**src/rtl/config_deserializer.sv**
```systemverilog
// Configuration bitstream deserializer.
// A serial frame arrives on prog_clk/head, asynchronous to clk:
//   [noise] SYNC(8) | N(LEN_W) | N words (WORD_W each) | XOR checksum (WORD_W)
// Each word is presented on cfg_data/cfg_addr with a valid/ready handshake.
// The frame ends in DONE (good checksum) or ERR (bad checksum or overflow).
//
// state | meaning
// IDLE  | disabled or just reset; waits for en
// HUNT  | sliding 8-bit window searching for the sync byte
// LEN   | shifting in the word count N
// DATA  | shifting in configuration words, presenting each one on completion
// CHECK | shifting in the checksum; the last word may still be pending
// DONE  | frame good, done held until en low
// ERR   | checksum mismatch or overflow, error held until en low
module config_deserializer #(
    parameter int         WORD_W = 32,
    parameter int         LEN_W  = 16,
    parameter logic [7:0] SYNC   = 8'hA5
) (
    input  logic              clk,
    input  logic              rst,
    input  logic              en,
    input  logic              prog_clk,
    input  logic              head,
    output logic [WORD_W-1:0] cfg_data,
    output logic [LEN_W-1:0]  cfg_addr,
    output logic              cfg_valid,
    input  logic              cfg_ready,
    output logic              busy,
    output logic              done,
    output logic              error
);

    localparam int MAX_W = (WORD_W > LEN_W) ? WORD_W : LEN_W;
    localparam int CNT_W = $clog2(MAX_W) + 1;

    typedef enum logic [2:0] {
        S_IDLE  = 3'd0,
        S_HUNT  = 3'd1,
        S_LEN   = 3'd2,
        S_DATA  = 3'd3,
        S_CHECK = 3'd4,
        S_DONE  = 3'd5,
        S_ERR   = 3'd6
    } state_t;

    state_t state;
    state_t next_state;

    logic [1:0]        pclk_sync;
    logic [1:0]        head_sync;
    logic              pclk_prev;
    logic              bit_evt;
    logic              bit_val;

    logic [7:0]        win;
    logic [7:0]        win_next;
    logic [LEN_W-1:0]  len_sh;
    logic [LEN_W-1:0]  len_next;
    logic [WORD_W-1:0] shreg;
    logic [WORD_W-1:0] word_next;
    logic [CNT_W-1:0]  bit_cnt;
    logic [LEN_W-1:0]  words_left;
    logic [WORD_W-1:0] acc;

    logic              field_end;
    logic              sync_hit;
    logic              accept;
    logic              stall;
    logic              last_word;

    // Two-flop synchronizers for the programming port, plus an edge-detect stage.
    always_ff @(posedge clk or negedge rst) begin
        if (!rst) begin
            pclk_sync <= '0;
            head_sync <= '0;
            pclk_prev <= 1'b0;
        end else begin
            pclk_sync <= {pclk_sync[0], prog_clk};
            head_sync <= {head_sync[0], head};
            pclk_prev <= pclk_sync[1];
        end
    end

    // A bit is taken on a falling edge of the synchronized programming clock.
    assign bit_evt   = pclk_prev & ~pclk_sync[1];
    assign bit_val   = head_sync[1];

    assign win_next  = {win[6:0], bit_val};
    assign len_next  = {len_sh[LEN_W-2:0], bit_val};
    assign word_next = {shreg[WORD_W-2:0], bit_val};

    // bit_cnt counts down; the field ends on the bit taken at terminal count zero.
    assign field_end = bit_evt && (bit_cnt == '0);
    assign sync_hit  = bit_evt && (win_next == SYNC);
    assign accept    = cfg_valid && cfg_ready;
    assign stall     = cfg_valid && !cfg_ready;
    assign last_word = (words_left == LEN_W'(1));

    // State register.
    always_ff @(posedge clk or negedge rst) begin
        if (!rst) begin
            state <= S_IDLE;
        end else begin
            state <= next_state;
        end
    end

    // Next-state decode; en low overrides everything and returns to IDLE.
    always_comb begin
        next_state = state;
        if (!en) begin
            next_state = S_IDLE;
        end else begin
            case (state)
                S_IDLE: next_state = S_HUNT;
                S_HUNT: begin
                    if (sync_hit) next_state = S_LEN;
                end
                S_LEN: begin
                    if (field_end) begin
                        next_state = (len_next == '0) ? S_CHECK : S_DATA;
                    end
                end
                S_DATA: begin
                    if (field_end) begin
                        if (stall)          next_state = S_ERR;
                        else if (last_word) next_state = S_CHECK;
                    end
                end
                S_CHECK: begin
                    // An unaccepted final word at checksum time is an overflow.
                    if (field_end) begin
                        if (stall || (word_next != acc)) next_state = S_ERR;
                        else                             next_state = S_DONE;
                    end
                end
                S_DONE:  next_state = S_DONE;
                S_ERR:   next_state = S_ERR;
                default: next_state = S_IDLE;
            endcase
        end
    end

    // Status flags are registered copies of the state being entered.
    always_ff @(posedge clk or negedge rst) begin
        if (!rst) begin
            busy  <= 1'b0;
            done  <= 1'b0;
            error <= 1'b0;
        end else begin
            busy  <= (next_state == S_HUNT) || (next_state == S_LEN) ||
                     (next_state == S_DATA) || (next_state == S_CHECK);
            done  <= (next_state == S_DONE);
            error <= (next_state == S_ERR);
        end
    end

    // Field shifting, word counting, checksum accumulation and the output handshake.
    always_ff @(posedge clk or negedge rst) begin
        if (!rst) begin
            win        <= '0;
            len_sh     <= '0;
            shreg      <= '0;
            bit_cnt    <= '0;
            words_left <= '0;
            acc        <= '0;
            cfg_data   <= '0;
            cfg_addr   <= '0;
            cfg_valid  <= 1'b0;
        end else if (!en) begin
            win        <= '0;
            len_sh     <= '0;
            shreg      <= '0;
            bit_cnt    <= '0;
            words_left <= '0;
            acc        <= '0;
            cfg_data   <= '0;
            cfg_addr   <= '0;
            cfg_valid  <= 1'b0;
        end else begin
            // Acceptance is independent of the bit stream; it may land in DATA or CHECK.
            if (accept) begin
                cfg_valid <= 1'b0;
                cfg_addr  <= cfg_addr + LEN_W'(1);
            end

            case (state)
                S_IDLE: begin
                    win <= '0;
                end
                S_HUNT: begin
                    if (bit_evt) begin
                        win <= win_next;
                        if (win_next == SYNC) begin
                            bit_cnt <= CNT_W'(LEN_W - 1);
                        end
                    end
                end
                S_LEN: begin
                    if (bit_evt) begin
                        len_sh  <= len_next;
                        bit_cnt <= bit_cnt - CNT_W'(1);
                        if (bit_cnt == '0) begin
                            bit_cnt    <= CNT_W'(WORD_W - 1);
                            words_left <= len_next;
                            cfg_addr   <= '0;
                        end
                    end
                end
                S_DATA: begin
                    if (bit_evt) begin
                        shreg   <= word_next;
                        bit_cnt <= bit_cnt - CNT_W'(1);
                        if (bit_cnt == '0) begin
                            bit_cnt <= CNT_W'(WORD_W - 1);
                            if (stall) begin
                                // Collision: the pending word is dropped as we go to ERR.
                                cfg_valid <= 1'b0;
                            end else begin
                                cfg_data   <= word_next;
                                cfg_valid  <= 1'b1;
                                acc        <= acc ^ word_next;
                                words_left <= words_left - LEN_W'(1);
                            end
                        end
                    end
                end
                S_CHECK: begin
                    if (bit_evt) begin
                        shreg   <= word_next;
                        bit_cnt <= bit_cnt - CNT_W'(1);
                        if (bit_cnt == '0) begin
                            // Frame is over either way; nothing may stay pending.
                            cfg_valid <= 1'b0;
                        end
                    end
                end
                default: begin
                end
            endcase
        end
    end

endmodule
```
**config.mk**
```make
export PLATFORM = sky130hd
export DESIGN_NAME = config_deserializer
export DESIGN_NICKNAME = d
export VERILOG_FILES = /design/src/rtl/config_deserializer.sv
export SDC_FILE = /design/constraint.sdc
export NUM_CORES = 1
export LEC_CHECK = 0
export CORE_UTILIZATION = 40
export DETAILED_ROUTE_END_ITERATION = 6
export PLACE_DENSITY = 0.68
export SYNTH_ARGS = -nofsm -noshare
export SYNTH_HDL_FRONTEND = slang
export SYNTH_SLANG_ARGS = --single-unit
```
**constraint.sdc**
```tcl
create_clock -name clk -period 3.1 [get_ports clk]
set_input_delay 0.31 -clock clk [delete_from_list [all_inputs] [get_ports clk]]
set_output_delay 0.31 -clock clk [all_outputs]
set_load 0.02 [all_outputs]
```
==> flow_summary.toml <==
[routing]
route.detailed.drc = 0
ant_nets = 0
post_drt_wl_per_cell_microns = 15.2
wirelength_mm = 17.4
drt_iter0_markers = 425
via_per_inst = 5.17
routed-via-count = 5945
firstDrtPassIters = 5

[worst_setup_path]
endpoint = "words_left[3]"
cp.required_ns = 3.39
timing.rr.end = "words_left[3]"
cp-start-kind = "flop"
r2r-start = "bit_cnt[0]"
crit_path_max_fanout = 12
crit_start = "bit_cnt[0]"
worst_setup_path_end_kind = "flop"
critical_path_class = "flop to flop"
worstRegToRegCells = 9
crit_arrival_ns = 2.85
r2r_setup_slack_ns = 0.55

[synth]
ys_async_sr_fraction_pct = 100
syn_inst = 827
mappedNetlistNets = 838
synthXorXnorAreaFrac_pct = 8.89
synth_most_common_cell = "dfrtp_1"
synth.avg_cell_area_sq_um = 9.41
synth_area_leader_cell = "dfrtp_1"
synth_top_area_share_pct = 53.7
synth_compound_area_share_pct = 11.4
ys_types = 56
netlist_area_sq_mm = 0.00778
yosysSeqAreaShare_pct = 53.7
synth-seq-cells = 167
post_synth_mux_area_share_pct = 2.07
synth.top_cells.by_area = "dfrtp_1 54%, nand2_1 7.5%, xor2_1 7.4%, a21oi_1 5.7%, nor2_1 4.9%"
synth_top_family_by_area = "simple AND/OR/NAND/NOR gates"
synth_adder_area_share_pct = 0.804
synth-simple-area-share_pct = 20.2
ys_warn_count = 0
ys_dominant_reg_cell = "dfrtp_1"
yosys-top-cells-count = "167 x dfrtp_1, 156 x nand2_1, 101 x nor2_1"
synth_edf_count = 0

[clock_tree]
cts_buffer_depth = 2
cts_num_sinks = 167
clock_latency_ns = 0.43
clkSlewWorstSetupHoldPaths_ns = 0.07
cts-resized-gates = 0
cts_buffers = 17
cts_max_level = 4
cts-root-buf = "clkbuf_16"
cts_tree = "yes"

[layout]
drive_above_1_share_pct = 7.30
antenna_cells = 0
num-nets-final = 888
fin_area_sq_mm = 0.00925
syn2layout_area_growth_pct = 18.8
fillerInstances = 1762

[sta]
rsz0062_at_grt = "false"
slew_headroom_pct = 55.4
final_hold_viol_count = 0
finalClockSkew_ns = 0.0113
setup_viol_count_final = 0
period_share_pct = 82.4
finalMaxSlewViolations = 0
timing.fmax_mhz = 391
final.setup.tns_ns = 0
worstMarginPinSlew_ns = 0.663
period_needed_ns = 2.55
timing.final.ws_setup_ns = 0.545

[power_and_ir_drop]
powerDensity_mw_per_mm2 = 477
irDropWorstVdd_mv = 0.380
leakage_nw = 4.11

[global_routing]
grt_pass1_wl_mm = 29.1
antenna_found_initial = 0
grt_use_total_pct = 18.4
grt_overflow = 0
grt_max_degree = 126
grt_pass1_vias = 5666

[floorplanning]
dieArea_sq_mm = 0.0200
num_rows = 50
ios = 58
die_w_microns = 141
coreArea_sq_mm = 0.0189
dieHeight_microns = 141
start_util_pct = 41.2

[placed_design]
placed_area_sq_mm = 0.00865
port_buffers = 57
place.gp.congestion = 0.835
dpl.hpwl_mm = 11.1
place_ws_ns = 0.586

[status]
status = "complete, no violations"

[flow_run]
cap_violations = 0

[worst_hold_path]
hold_class = "primary input to flop"
## worst max-delay path, cell delays in order, from the launching register on
cell	delay, ns
dfrtp_1	0.41
inv_1	0.10
ha_1	0.15
nor3b_1	0.47
and2_0	0.35
and2_1	0.39
buf_4	0.25
o21ai_0	0.11
a21oi_1	0.15
nor2_1	0.05
## power by group
| group | internal, mW | switching (mW) |
|---|---|---|
| sequential | 2.18 | 0.00685 |
| combinational | 0.0248 | 0.0936 |
| clock | 1.21 | 0.893 |
| total | 3.42 | 0.993 |
## cell type report
class	count	area [sq um]	share of cell area [%]
tap	260	325	3.52
inverter	9	35.0	0.379
multi-input combinational	608	3390	36.7
clock buffer	22	484	5.23
clock inverter	10	106	1.15
sequential	167	4180	45.2
timing repair buffer	74	727	7.86
## layer usage
| layer | share of wire (%) | up-vias | track usage (%) | wire [microns] |
|---|---|---|---|---|
| met1 | 46 | 2893 | 24.7 | 8030 |
| met3 | 4.5 | 15 | 4.05 | 788 |
| met2 | 48 | 133 | 30.0 | 8380 |
| li1 | - | 2904 | - | - |
| met5 | 0 | - | 0 | 0 |
| met4 | 1.3 | 0 | 5.38 | 232 |
## placed cells by master (no fill, tap or decap), drive strengths merged, types with 7 or more instances in the layout
| master | count |
|---|---|
| nor2 | 102 |
| nand2 | 156 |
| nor4 | 14 |
| dfrtp | 167 |
| mux2i | 15 |
| o21ai | 22 |
| inv | 12 |
| a21oi | 88 |
| nor3 | 14 |
| a31oi | 7 |
| buf | 17 |
| xor2 | 66 |
| nand3 | 29 |
| xnor2 | 13 |
| clkbuf | 22 |
| clkdlybuf4s50 | 56 |
## logic make-up after synthesis
logic type	count (synthesis)
and+or+nand+nor	356
adders and majority gates	5
DFF	167
buffers and inverters	52
muxes	16
AOI/OAI and AO/OA	152
xor gates and xnor gates	79
## through the flow
step                      hold slack, ns  utilization, %  total power, mW  cells
after global routing               0.292            49.0             4.57   1150
final                              0.308            49.0             4.41   1150
after floorplan                   0.0144               -             2.28    827
after detailed placement           0.335            45.8             2.35   1117
after global placement             0.334            45.8             2.35   1117
after CTS                          0.293            49.0             4.47   1150
## flip-flops by register name, summed over array words and instances, names as in the netlist
signal	cells
pclk_prev	1
cfg_addr	16
error	1
words_left	16
bit_cnt	6
acc	32
len_sh	15
pclk_sync	2
head_sync	2
state	3
cfg_valid	1
shreg	31
busy	1
cfg_data	32
done	1
win	7
## worst min path at each step
stage | cells past startpoint | startpoint | endpoint
finish | 1 | head | head_sync[0]
global placement | 0 | head_sync[0] | head_sync[1]
detailed placement | 0 | pclk_sync[0] | pclk_sync[1]
floorplan | 0 | rst | acc[0]
CTS | 1 | head | head_sync[0]
global route | 1 | head | head_sync[0]
## timing repair
| action | in CTS | in global routing |
|---|---|---|
| setup buffers | 0 | 0 |
| hold endpoints to repair | 61 | 0 |
| hold buffers | 1 | 0 |
| setup endpoints to repair | 0 | 0 |
Power figures use the tool's default switching activity.
==> RTL change 1 (config.mk and constraints unchanged) <==
Add an input register stage for `cfg_ready`, without a reset; this delays it by one clock. The other inputs are not delayed to match.
--- a/src/rtl/config_deserializer.sv
+++ b/src/rtl/config_deserializer.sv
@@ -46,2 +46,8 @@
 
+    logic cfg_ready_q;
+
+    always_ff @(posedge clk) begin
+        cfg_ready_q <= cfg_ready;
+    end
+
     state_t state;
@@ -95,4 +101,4 @@
     assign sync_hit  = bit_evt && (win_next == SYNC);
-    assign accept    = cfg_valid && cfg_ready;
-    assign stall     = cfg_valid && !cfg_ready;
+    assign accept    = cfg_valid && cfg_ready_q;
+    assign stall     = cfg_valid && !cfg_ready_q;
     assign last_word = (words_left == LEN_W'(1));
Check against the original RTL: same outputs for any inputs over 4 cycles, from zero or initial values and one cycle with rst low; that may be too few to reach the edited logic, so the function may still have changed.
==> RTL change 1 against the unedited design <==
- synthesized area is 0.71% higher
- total power grew 4.2%
- count of clock-buffer cells in the layout decreased by 4
- final area increased by 0.95%
- highest routed layer unchanged
- synthesized cell count increased by 4.1%
- hold slack better by 0.026 ns
- setup slack improved by 0.14 ns
- wire length fell by 2.9%
- sequential cell count is 1 higher
- combinational power is 36% higher
- maximum frequency increased by 5.8%
- die area increased by 0.70%
==> RTL change 1: results (changes against the unedited design) <==
metric,value,unit,change
arrival,2.68,ns,-0.17 ns
drt_iter0_markers,485,,+14%
cpPeakStageDelay,0.57,ns,+0.10 ns
synth.distinct_cells,53,,-5.4%
drive_gt1_share,6.62,%,-0.68 points
synthTopCellsByCount,"nand2_1 (193), dfrtp_1 (167), nor2_1 (80)",,
layout.nets,922,,+3.8%
postPlaceCellArea,8720,µm²,+0.77%
multi_input_area,3400,µm²,+0.29%
dpl.cell_count,1151,,+3.0%
clkbuf_count,18,,-18%
finClkSkew,0.00679,ns,-0.00456 ns
grt_pass1_vias,5737,,+1.3%
grt_first_pass_wirelength,28.9,mm,-0.88%
synthTopCellsByArea,"dfrtp_1 (53%), nand2_1 (9.2%), xor2_1 (6.6%)",,
via_count,6033,,+1.5%
slowest_stage,dfrtp_1,,
num-nonclk-buffers,75,,+1.4%
status,completed,,
nFlopsAndLatches,168,,+0.60%
power_density,492,nW/µm²,+3.2%
synth_nets,872,,+4.1%
worstPathMaxFanout,62,,+50
wire_per_inst,14.3,µm,-5.4%
path_delay_family,buffers and inverters,,
grt_max_degree,79,,-37%
p_leak,4.03,nW,-1.9%
## RTL change 1: cell count changes after synthesis, moves of 12 or more
| cell | change |
|---|---|
| nand2_1 | +37 |
| nor2_1 | -21 |
| mux2i_1 | -15 |
| o21ai_1 | +12 |
| o21ai_0 | +36 |
| a21oi_1 | -14 |
## RTL change 1: metal layers
layer,vias to the layer above,track usage [%],routed length [µm]
li1,2990,-,-
met1,2902,24.9,8130
met2,122,28.3,7800
met3,19,4.10,716
met4,0,6.11,282
met5,-,0,0
## RTL change 1: path summary, 6_finish.rpt
kind / to / from / depth (start not counted) / slack (ns)
setup / recovery: shreg[11] / state[2] / 7 / 0.69
hold / removal: head_sync[0] / head / 1 / 0.33
setup reg to reg: shreg[11] / state[2] / 7 / 0.69
hold reg to reg: pclk_sync[1] / pclk_sync[0] / 0 / 0.35
max in group asynchronous: words_left[1] / rst / 3 / 1.90
min in group asynchronous: cfg_addr[13] / rst / 2 / 0.51
## RTL change 1: repair_timing
item,in CTS,in global routing
setup endpoints to repair,0,0
hold buffers,1,0
hold endpoints to repair,75,0
## RTL change 1: kinds of logic (layout without fill, tap and decap cells)
logic type               Yosys count  in the layout  share of synthesized area [%]
AND/OR/NAND/NOR                  381            381                           22.0
flip-flops                       168            168                           53.6
AO/OA/AOI/OAI                    167            167                           11.6
XOR/XNOR                          79             79                           8.83
buffers and inverters             61            121                           3.24
adder cells (fa/ha/maj)            5              5                          0.798
## RTL change 1: worst register-to-register path: stages (launching register included)
cell and delay, ns:
dfrtp_1 0.57, nor2b_1 0.19, nand2_1 0.17, buf_4 0.33
nand2_1 0.16, a21oi_4 0.17, buf_4 0.46, o21ai_0 0.21
## RTL change 1: power breakdown
group	switching (mW)	leakage [nW]	internal (mW)
clock	0.848	0.304	1.36
sequential	0.0172	2.31	2.21
combinational	0.121	1.41	0.0406
==> RTL change 2 (config.mk and constraints unchanged) <==
Without the edit above. `LEN_W`: 16 -> 32.
--- a/src/rtl/config_deserializer.sv
+++ b/src/rtl/config_deserializer.sv
@@ -16,3 +16,3 @@
     parameter int         WORD_W = 32,
-    parameter int         LEN_W  = 16,
+    parameter int         LEN_W  = 32,
     parameter logic [7:0] SYNC   = 8'hA5
Ports: changed (resized cfg_addr); port bits go from 58 to 74. No check against the original RTL was run, so the function may have changed too.
==> RTL change 2 against the unedited design <==
- critical path type unchanged
- non-clock buffer count is 26 higher
- wire length is 45% higher
- synthesized area is 31% higher
- core utilization is 0.18 points lower
- sequential cell count is 48 higher
- synthesized cell count is 36% higher
- final area is 32% higher
- total power is 34% higher
- setup slack worse by 0.21 ns
- highest routed layer unchanged
==> RTL change 2: results (changes against the unedited design) <==
metric,value,unit,change
status,completed,,
ir_worst_vdd,0.399,mV,+4.8%
path_delay_family,compound AO/OA/AOI/OAI gates,,
wire_per_inst,16.4,µm,+8.4%
h-tree-depth,1,,-3
drt_iter0_markers,936,,+120%
cpPeakStageDelay,0.70,ns,+0.23 ns
netSwitchingFraction,21.1,%,-1.4 points
grt_first_pass_wirelength,42.0,mm,+44%
nFillCells,2326,,+32%
arrival,3.15,ns,+0.30 ns
p_leak,5.35,nW,+30%
grt_max_degree,119,,-5.6%
synthTopCellsByCount,"nand2_1 (243), dfrtp_1 (215), a21oi_1 (132)",,
gpl.final_weighted_congestion,0.811,,-2.9%
synth.distinct_cells,58,,+3.6%
tightest_slew,1.24,ns,+0.582 ns
hold_path_class,in -> async,,
ys_seq_area_share,52.6,%,-1.1 points
clockBufferDepth,3,,+1
finClkSkew,0.00616,ns,-0.00519 ns
worstPathMaxFanout,13,,+1
place.port_buffers,73,,+28%
synthTopCellsByArea,"dfrtp_1 (53%), nand2_1 (8.9%), xor2_1 (7.6%)",,
drive_gt1_share,7.56,%,+0.25 points
via_count,8513,,+43%
==> RTL change 2: changes by cell type after synthesis, sizes merged, moves of 15 or more <==
cell    delta
mux2i     -15
a21oi     +44
dfrtp     +48
nand2     +87
o21ai     +18
xor2      +23
clkbuf    +16
==> RTL change 2: kinds of logic (layout without fill, tap and decap cells) <==
family	Yosys count	in the layout	synth area share, %
and+or+nand+nor	486	486	21.2
xor gates and xnor gates	95	95	8.13
adders and majority gates	5	5	0.611
AOI/OAI and AO/OA	250	251	14.6
DFF	215	215	52.6
buffers and inverters	76	152	2.86
==> RTL change 2: per-stage QoR <==
stage | cells | cell area, µm² | worst slack [ns] | utilization, %
finish | 1534 | 12200 | 0.335 | 48.8
global route | 1534 | 12200 | 0.107 | 48.8
CTS | 1533 | 12200 | 0.134 | 48.7
detailed placement | 1492 | 11400 | 0.177 | 45.5
global placement | 1492 | 11400 | 0.236 | 45.5
floorplan | 1127 | 10200 | 0.548 | -
==> RTL change 2: timing repair <==
action,in CTS,in global routing
setup endpoints to repair,0,6
hold buffers,1,0
buffers inserted,0,0
endpoints found under the hold margin,215,0
==> RTL change 2: power groups by stage <==
stage	logic [mW]	registers, mW	clock network [mW]
floorplan	0.0530	2.87	0
global placement	0.148	2.87	0
detailed placement	0.147	2.87	0
CTS	0.148	2.82	3.00
global route	0.163	2.82	3.10
finish	0.143	2.82	2.93
==> RTL change 2: final cells by class <==
| cell class | count | area, µm² | share of cell area, % |
|---|---|---|---|
| sequential | 215 | 5380 | 43.9 |
| multi-input combinational | 837 | 4610 | 37.6 |
| timing repair buffer | 100 | 991 | 8.09 |
| clock buffer | 29 | 648 | 5.29 |
| tap | 330 | 413 | 3.37 |
| clock inverter | 11 | 161 | 1.32 |
| inverter | 12 | 47.5 | 0.388 |
==> RTL change 2: layer usage <==
metal  GRT usage, %  wire length, µm
met3           2.73             1440
met2           31.1            11600
met1           27.4            11600
met4           6.05              492
met5              0                0
==> RTL change 2: final timing paths <==
path / depth (start not counted) / endpoint / startpoint / slack (ns)
max: 8 / words_left[21] / bit_cnt[0] / 0.33
min: 2 / cfg_addr[7] / rst / 0.17
max reg2reg: 8 / words_left[21] / bit_cnt[0] / 0.33
min reg2reg: 0 / pclk_sync[1] / pclk_sync[0] / 0.35
max in group asynchronous: 3 / shreg[27] / rst / 2.12
min in group clk: 1 / head_sync[0] / head / 0.25
